## config.mk

```make
export PLATFORM = sky130hd
export DESIGN_NAME = imem_loader_flat
export DESIGN_NICKNAME = d
export VERILOG_FILES = /design/src/rtl/imem_loader_if.sv /design/src/rtl/imem_loader.sv /design/src/flat_wrapper.sv
export SDC_FILE = /design/constraint.sdc
export NUM_CORES = 1
export LEC_CHECK = 0
export ABC_CLOCK_PERIOD_IN_PS = 2200
export CORE_ASPECT_RATIO = 1.5
export CORE_MARGIN = 8
export CORE_UTILIZATION = 44
export DETAILED_ROUTE_END_ITERATION = 16
export GPL_TIMING_DRIVEN = 0
export PLACE_DENSITY = 0.76
export SYNTH_ARGS = -nofsm -noshare
export SYNTH_HDL_FRONTEND = slang
export SYNTH_SLANG_ARGS = --single-unit
```

## constraint.sdc

```tcl
create_clock -name clk -period 2.2 [get_ports clk]
set_input_delay 0.44 -clock clk [delete_from_list [all_inputs] [get_ports clk]]
set_output_delay 0.44 -clock clk [all_outputs]
set_load 0.02 [all_outputs]
```

## src/rtl/imem_loader_if.sv

```systemverilog
// Word stream from the program source and the write port into instruction memory.
// The loader takes the slave view; the source and memory side take the master view.
interface imem_loader_if #(
    parameter int DW = 16,
    parameter int AW = 8
);
    logic          in_valid;
    logic [DW-1:0] in_data;
    logic          in_ready;
    logic          im_we;
    logic [AW-1:0] im_waddr;
    logic [DW-1:0] im_wdata;

    modport master (
        output in_valid, in_data,
        input  in_ready, im_we, im_waddr, im_wdata
    );

    modport slave (
        input  in_valid, in_data,
        output in_ready, im_we, im_waddr, im_wdata
    );
endinterface

```

## src/rtl/imem_loader.sv

```systemverilog
// Streams a program into instruction memory while holding the core in reset,
// then keeps reset asserted for a short flush window before releasing the core.
module imem_loader #(
    parameter int DW           = 16,
    parameter int AW           = 8,
    parameter int FLUSH_CYCLES = 4
) (
    input  logic          clk,
    input  logic          rst,
    input  logic          start,
    input  logic [AW:0]   word_count,
    imem_loader_if.slave  bus,
    output logic          core_rst,
    output logic          busy,
    output logic          done,
    output logic          err
);
    localparam int FW = (FLUSH_CYCLES > 1) ? $clog2(FLUSH_CYCLES) : 1;
    localparam logic [AW:0] MAX_WORDS = {1'b1, {AW{1'b0}}};

    typedef enum logic [1:0] {IDLE, LOAD, FLUSH, RUN} state_t;

    state_t        state_q, state_d;
    logic [AW:0]   count_q, count_d;
    logic [AW:0]   widx_q, widx_d;
    logic [FW-1:0] flush_q, flush_d;
    logic          we_q, we_d;
    logic [AW-1:0] waddr_q, waddr_d;
    logic [DW-1:0] wdata_q, wdata_d;
    logic          done_q, done_d;
    logic          err_q, err_d;
    logic          count_ok;

    assign count_ok = (word_count != '0) && (word_count <= MAX_WORDS);

    always_comb begin
        state_d = state_q;
        count_d = count_q;
        widx_d  = widx_q;
        flush_d = flush_q;
        we_d    = 1'b0;
        waddr_d = waddr_q;
        wdata_d = wdata_q;
        done_d  = 1'b0;
        err_d   = 1'b0;
        unique case (state_q)
            IDLE, RUN: begin
                if (start) begin
                    if (count_ok) begin
                        state_d = LOAD;
                        count_d = word_count;
                        widx_d  = '0;
                    end else begin
                        err_d = 1'b1;
                    end
                end
            end
            LOAD: begin
                // widx_q is the number of words already taken, so it is also the next address
                if (bus.in_valid) begin
                    we_d    = 1'b1;
                    waddr_d = widx_q[AW-1:0];
                    wdata_d = bus.in_data;
                    widx_d  = widx_q + (AW+1)'(1);
                    if (widx_q + (AW+1)'(1) == count_q) begin
                        state_d = FLUSH;
                        flush_d = '0;
                    end
                end
            end
            FLUSH: begin
                if (flush_q == FW'(FLUSH_CYCLES - 1)) begin
                    state_d = RUN;
                    done_d  = 1'b1;
                end else begin
                    flush_d = flush_q + FW'(1);
                end
            end
            default: state_d = IDLE;
        endcase
    end

    always_ff @(posedge clk) begin
        if (rst) begin
            state_q <= IDLE;
            count_q <= '0;
            widx_q  <= '0;
            flush_q <= '0;
            we_q    <= 1'b0;
            waddr_q <= '0;
            wdata_q <= '0;
            done_q  <= 1'b0;
            err_q   <= 1'b0;
        end else begin
            state_q <= state_d;
            count_q <= count_d;
            widx_q  <= widx_d;
            flush_q <= flush_d;
            we_q    <= we_d;
            waddr_q <= waddr_d;
            wdata_q <= wdata_d;
            done_q  <= done_d;
            err_q   <= err_d;
        end
    end

    assign bus.in_ready = (state_q == LOAD);
    assign bus.im_we    = we_q;
    assign bus.im_waddr = waddr_q;
    assign bus.im_wdata = wdata_q;
    assign core_rst     = (state_q != RUN);
    assign busy         = (state_q == LOAD) || (state_q == FLUSH);
    assign done         = done_q;
    assign err          = err_q;
endmodule

```

## src/flat_wrapper.sv

```systemverilog
// flat-port wrapper written by rule: the top's interface ports become plain ports
module imem_loader_flat 
#(
    parameter int DW           = 16,
    parameter int AW           = 8,
    parameter int FLUSH_CYCLES = 4
)
  (clk, rst, start, word_count, core_rst, busy, done, err, bus_in_valid, bus_in_data, bus_in_ready, bus_im_we, bus_im_waddr, bus_im_wdata);
  imem_loader_if #(.DW(DW), .AW(AW)) bus_i ();
  input  logic clk;
  input  logic rst;
  input  logic start;
  input  logic [AW:0] word_count;
  output logic core_rst;
  output logic busy;
  output logic done;
  output logic err;
  input wire logic [$bits(bus_i.in_valid)-1:0] bus_in_valid;
  input wire logic [$bits(bus_i.in_data)-1:0] bus_in_data;
  output wire logic [$bits(bus_i.in_ready)-1:0] bus_in_ready;
  output wire logic [$bits(bus_i.im_we)-1:0] bus_im_we;
  output wire logic [$bits(bus_i.im_waddr)-1:0] bus_im_waddr;
  output wire logic [$bits(bus_i.im_wdata)-1:0] bus_im_wdata;
  assign bus_i.in_valid = bus_in_valid;
  assign bus_i.in_data = bus_in_data;
  assign bus_in_ready = bus_i.in_ready;
  assign bus_im_we = bus_i.im_we;
  assign bus_im_waddr = bus_i.im_waddr;
  assign bus_im_wdata = bus_i.im_wdata;
  imem_loader #(.DW(DW), .AW(AW), .FLUSH_CYCLES(FLUSH_CYCLES)) u_core (.clk(clk), .rst(rst), .start(start), .word_count(word_count), .bus(bus_i), .core_rst(core_rst), .busy(busy), .done(done), .err(err));
endmodule
```

# Word level (Yosys, flattened, before mapping)
# Cells that the tools add are included.
[totals]
elab_cells = 60
inputBits = 29
regBits = 49
[classes]
magnitude_cmp = 1
mux = 17
addsub = 2
bitwise = 4
eq_ne = 12
n_reduce_logical = 15
[ops]
columns = ["op", "count"]
rows = [
  ["9-bit 2-to-1 mux", 3],
  ["9-bit case mux with 2 select lines", 1],
  ["2-bit 2-to-1 mux", 8],
  ["9-bit by 1-bit adder with 9-bit output (second input constant)", 1],
  ["9-bit equality test", 1],
  ["9-bit less-or-equal comparator (second input constant)", 1],
  ["9-bit nonzero test", 1],
  ["2-bit inequality test (second input constant)", 4],
  ["4-bit AND reduction", 2],
  ["2-bit equality test (second input constant)", 3],
  ["2-bit by 1-bit inequality test with 1-bit output (second input constant)", 3],
  ["2-bit case mux with 3 select lines", 1],
  ["2-bit OR reduction", 3],
  ["5-bit AND reduction", 1],
  ["1-bit inverter", 4],
  ["2-bit case mux with 2 select lines", 1],
  ["2-bit nonzero test", 2],
  ["1-bit 2-to-1 mux", 3],
  ["3-bit AND reduction", 1],
  ["3-bit OR reduction", 1],
  ["2-bit by 1-bit adder with 2-bit output (second input constant)", 1],
  ["2-bit by 1-bit equality test with 1-bit output (second input constant)", 1],
  ["2-bit zero test", 1],
  ["2-bit AND reduction", 1],
  ["2 further kinds", 2],
]

# Logic depth before layout (Yosys ltp)
[logic_depth]
depth_word = 5
depth_mapped = 7
depth_no_buf = 7

# Worst setup path after synthesis
# Ideal clock, no wire load.
[synth_timing]
kind = "register -> register"
from = "register u_core.widx_q[0]"
to = "register u_core.state_q[1]"
n_path_buf = 0
path_stages_with_launch = 8
setup_time_ns = 0.134
path_slack_ns = -0.038
arrival_time_ns = 2.105
cell_sequence = "dfxtp_1 -> ha_1 -> nand3_2 -> or3_1 -> a211o_1 -> a221o_1 -> nor3_2 -> a211oi_1"
[synth_via]
elab_chain_len = 4
[synth_lines]
columns = ["item", "line_no", "rtl"]
rows = [
  ["from (decl)", "imem_loader.sv:25", "logic [AW:0] widx_q, widx_d;"],
  ["from (signal assigned)", "imem_loader.sv:97", "widx_q <= widx_d;"],
  ["9-bit by 1-bit adder with 9-bit output", "imem_loader.sv:65", "if (widx_q + (AW+1)'(1) == count_q) begin"],
  ["9-bit equality test", "imem_loader.sv:65", ""],
  ["2-bit by 1-bit inequality test with 1-bit output (no source line)", "--", ""],
  ["5-bit AND reduction (no source line)", "--", ""],
  ["to (signal assigned)", "imem_loader.sv:95", "state_q <= state_d;"],
  ["to (decl)", "imem_loader.sv:23", "state_t state_q, state_d;"],
]
# Every way passes these cells.
# A chain may end at the register's enable or synchronous reset.

# Final worst setup path
[layout_timing]
from = "register u_core.widx_q[6]"
to = "register u_core.state_q[0]"
# The elaborated chain is that of the path after synthesis.

==> impl_metrics.csv <==
group,metric,value,unit
routing,met1_length,2.443,mm
min_path,hold_path.class,"input port to register",
placed_design,pre_cts_ws,-0.5602,ns
grt,gr-total-overflow,0,
clock_tree,cts_inserted_buffers,5,
grt,antenna_found_initial,0,
clock_tree,htreeDepth,2,
critical_path,start_kind,"register",
timing,period_share,100.4,%
yosys,synth_top_area_cell,"dfxtp_1",
routing,wl_met3,356,um
timing,setup_viol,2,
floorplan,die_x,74.81,um
yosys,syn-num-nets,302,
placed_design,place.detailed.hpwl,4.251,mm
critical_path,endpoint_kind,"register",
critical_path,timing.rr.start,"u_core.widx_q[6]",
grt,grt_pass1_wl,9.549,mm
placed_design,gp_congestion,0.8422,
final_layout,utilization,63.80,%
timing,min_period,2.209,ns
placed_design,placed_cells,392,
final_layout,syn2layout_area_growth,42.16,%
critical_path,crit_path_end,"u_core.state_q[0]",
timing,rsz0062_at_grt,"yes",
pwr,vdd_drop_max,0.0003375,V
flow_run,drv_cap,0,
outcome,violations,"negative setup slack",
clock_tree,clock_latency,0.31,ns
yosys,ys_ff_latch,49,
clock_tree,cts_tree,"built",
routing,wl_met2,3.095,mm
floorplan,start_util,44.88,%
clock_tree,clock_sinks,49,
final_layout,final_nets,379,
yosys,synth.distinct_cells,50,
pwr,switching_share,36.33,%
critical_path,reg2reg_slack,-0.009,ns
pwr,power.share.combinational,39.5,%
routing,drt_pre_antenna_iters,4,
pwr,switchingPower,946.2,uW
timing,finClkSkew,0.005277,ns
critical_path,cp.arrival,2.39,ns
routing,vias,2177,
yosys,ys_top_cells_by_area,"dfxtp_1 43%, nand2_1 8.9%, a21oi_1 6.8%, mux2i_1 3.9%, ha_1 3.3%",
timing,holdWs,0.4224,ns
pwr,power_frac_seq,39.6,%
outcome,status,"finished, violations left",
yosys,syn_area,2282,um2
placed_design,numPortBuffers,57,
yosys,ys_warn_count,0,
clock_tree,cts-root-buf,"clkbuf_8",
critical_path,cpPeakStageDelay,0.41,ns
final_layout,n_antenna_cell,0,
routing,highest_layer,"met4",
routing,wl_per_cell,14.70,um
critical_path,worstPathRequired,2.38,ns
critical_path,path_delay_family,"compound AO/OA/AOI/OAI gates",
grt,grt_max_degree,17,
final_layout,layout.cells.non_filler,413,
yosys,syn_avg_cell_area,8.548,um2
timing,finalHoldViolCount,0,
final_layout,drive_gt1_share,15.65,%
grt,grt_pass1_vias,2092,
timing,fin_ws,-0.008893,ns
critical_path,crit_start,"u_core.widx_q[6]",
yosys,ys.flop_type,"dfxtp_1",
timing,slew_viol_final,0,
final_layout,fin_area,3244,um2
placed_design,placed_cell_area,2942,um2
critical_path,crit_cells,7,
critical_path,cp.buffers_inverters,1,
floorplan,die_h,104.2,um
floorplan,num_io_pins,59,
pwr,clkPwrFrac,20.9,%
routing,drc,0,
timing,slew-limit-headroom,62.32,%
yosys,synth_edf_count,0,
floorplan,dieArea,7795,um2
critical_path,path_cells,"buf_6 > nand4_1 > or3_1 > a211o_1 > a221o_1 > nor3_2 > a211oi_2",
pwr,powerDensity,802.9,nW/um2
critical_path,cp_max_fo,6,
routing,antenna_left,0,
clock_tree,clkTransAtPathRegs,0.09,ns
timing,max_freq,0.4527,GHz
yosys,yosysSeqAreaShare,42.98,%
floorplan,num_rows,32,
critical_path,crit_type,"register to register",
timing,max_slew.worst_pin.slew,0.5652,ns
routing,drt_iter0_markers,121,
pwr,power.internal,1.659,mW
critical_path,worstReg2RegEnd,"u_core.state_q[0]",
floorplan,core_area,5085,um2
yosys,synth-async-reset-ratio,0,%
pwr,leakagePower,1.171,nW
yosys,synth_top_cell_area_share,42.98,%
clock_tree,clock_path_buffers,2,
grt,grt_usage,15.52,%
critical_path,ff2ff_path_depth,7,
routing,drt-total-wl,6.073,mm
routing,viasPerCell,5.271,
critical_path,crit_slowest_cell,"a221o_1",
yosys,synth_cells,267,
## worst min path at each step
stage | start | endpoint | slack, ns | cells after the start
floorplan | u_core.widx_q[8] | u_core.widx_q[8] | 0.45 | 1
global placement | u_core.bus.im_wdata[6] | u_core.bus.im_wdata[6] | 0.44 | 2
detailed placement | u_core.bus.im_waddr[7] | u_core.bus.im_waddr[7] | 0.45 | 2
CTS | u_core.bus.im_waddr[7] | u_core.bus.im_waddr[7] | 0.46 | 2
global route | word_count[3] | u_core.count_q[3] | 0.45 | 3
finish | word_count[3] | u_core.count_q[3] | 0.42 | 3
## cell usage in the layout (no fill, tap or decap), drive strengths merged, types with 2 or more instances in the layout
| master | synthesis | final |
|---|---|---|
| clkdlybuf4s50 | 0 | 48 |
| inv | 6 | 7 |
| or3 | 3 | 3 |
| nor3 | 6 | 6 |
| nand2 | 54 | 54 |
| clkbuf | 13 | 18 |
| a21o | 2 | 2 |
| dfxtp | 49 | 49 |
| and3 | 5 | 5 |
| mux2i | 9 | 9 |
| xnor2 | 7 | 7 |
| nor2b | 2 | 2 |
| nand4 | 5 | 5 |
| buf | 4 | 17 |
| a211oi | 2 | 2 |
| nor4 | 2 | 2 |
| o41ai | 2 | 2 |
| nor2 | 18 | 18 |
| nand3 | 2 | 2 |
| a31oi | 6 | 6 |
| nor3b | 2 | 2 |
| or4 | 2 | 2 |
| o21ai | 8 | 8 |
| ha | 6 | 6 |
| dlygate4sd2 | 0 | 7 |
| and2 | 3 | 3 |
| a21oi | 31 | 31 |
## cell families after synthesis
family	share of synthesized area, %
AO/OA/AOI/OAI	17.54
XOR/XNOR	4.057
adder cells (fa/ha/maj)	3.289
buffers and inverters	4.605
flip-flops	42.98
multiplexers	3.948
AND/OR/NAND/NOR	23.57
## per-stage QoR
step	TNS [ns]	power [mW]
2_1_floorplan	0	1.608
3_3_place_gp	-9.229	1.890
3_5_place_dp	-9.751	1.907
4_1_cts	0	2.549
5_1_grt	-0.3964	2.741
6_report	-0.01569	2.605
## metal layers
| metal | vias up | GRT usage [%] |
|---|---|---|
| met5 | - | 0 |
| met4 | 0 | 8.732 |
| met3 | 16 | 3.185 |
| met2 | 82 | 26.35 |
| met1 | 992 | 16.88 |
| li1 | 1087 | - |
## worst reg2reg max path: cells and delay by family, from the launching register on
kind	cells	cell delay, ns
flops	1	0.33
compound gates	3	0.86
buf+inv	1	0.11
simple gates	3	0.79
## state kept, by name, indices dropped and copies added, names as in the netlist
name,count
u_core.state_q,2
u_core.err,1
u_core.count_q,9
u_core.widx_q,9
u_core.flush_q,2
u_core.done,1
u_core.bus.im_we,1
u_core.bus.im_waddr,8
u_core.bus.im_wdata,16
## cell usage after synthesis, drive strengths merged (3+ instances only)
master / count
a21oi: 31
a31oi: 6
and2: 3
and3: 5
buf: 4
clkbuf: 13
dfxtp: 49
ha: 6
inv: 6
mux2i: 9
nand2: 54
nand4: 5
nor2: 18
nor3: 6
o21ai: 8
or3: 3
xnor2: 7
## cell type report
| type | count | area [um2] |
|---|---|---|
| fill | 451 | 1841 |
| multi-input combinational | 195 | 1294 |
| sequential | 49 | 991.0 |
| timing repair buffer | 70 | 673.1 |
| buffer | 17 | 88.84 |
| tap | 68 | 85.08 |
| clock buffer | 5 | 68.82 |
| inverter | 6 | 22.52 |
| clock inverter | 3 | 21.27 |
## power groups by stage
stage	clock network (mW)	registers, mW	logic [mW]
final	0.543	1.03	1.03
after global routing	0.596	1.05	1.10
after CTS	0.560	1.03	0.962
after detailed placement	0	1.05	0.857
after global placement	0	1.05	0.844
after floorplan	0	1.09	0.517
## timing repair
item                                    4_1_cts  5_1_grt
pin swaps                                    10       15
gates cloned                                  1        0
endpoints found under the setup margin       24       20
hold buffers                                  0        0
buffers inserted                              6        6
resized for setup                            25       15
Note: power is estimated with default switching activity, not from simulation.
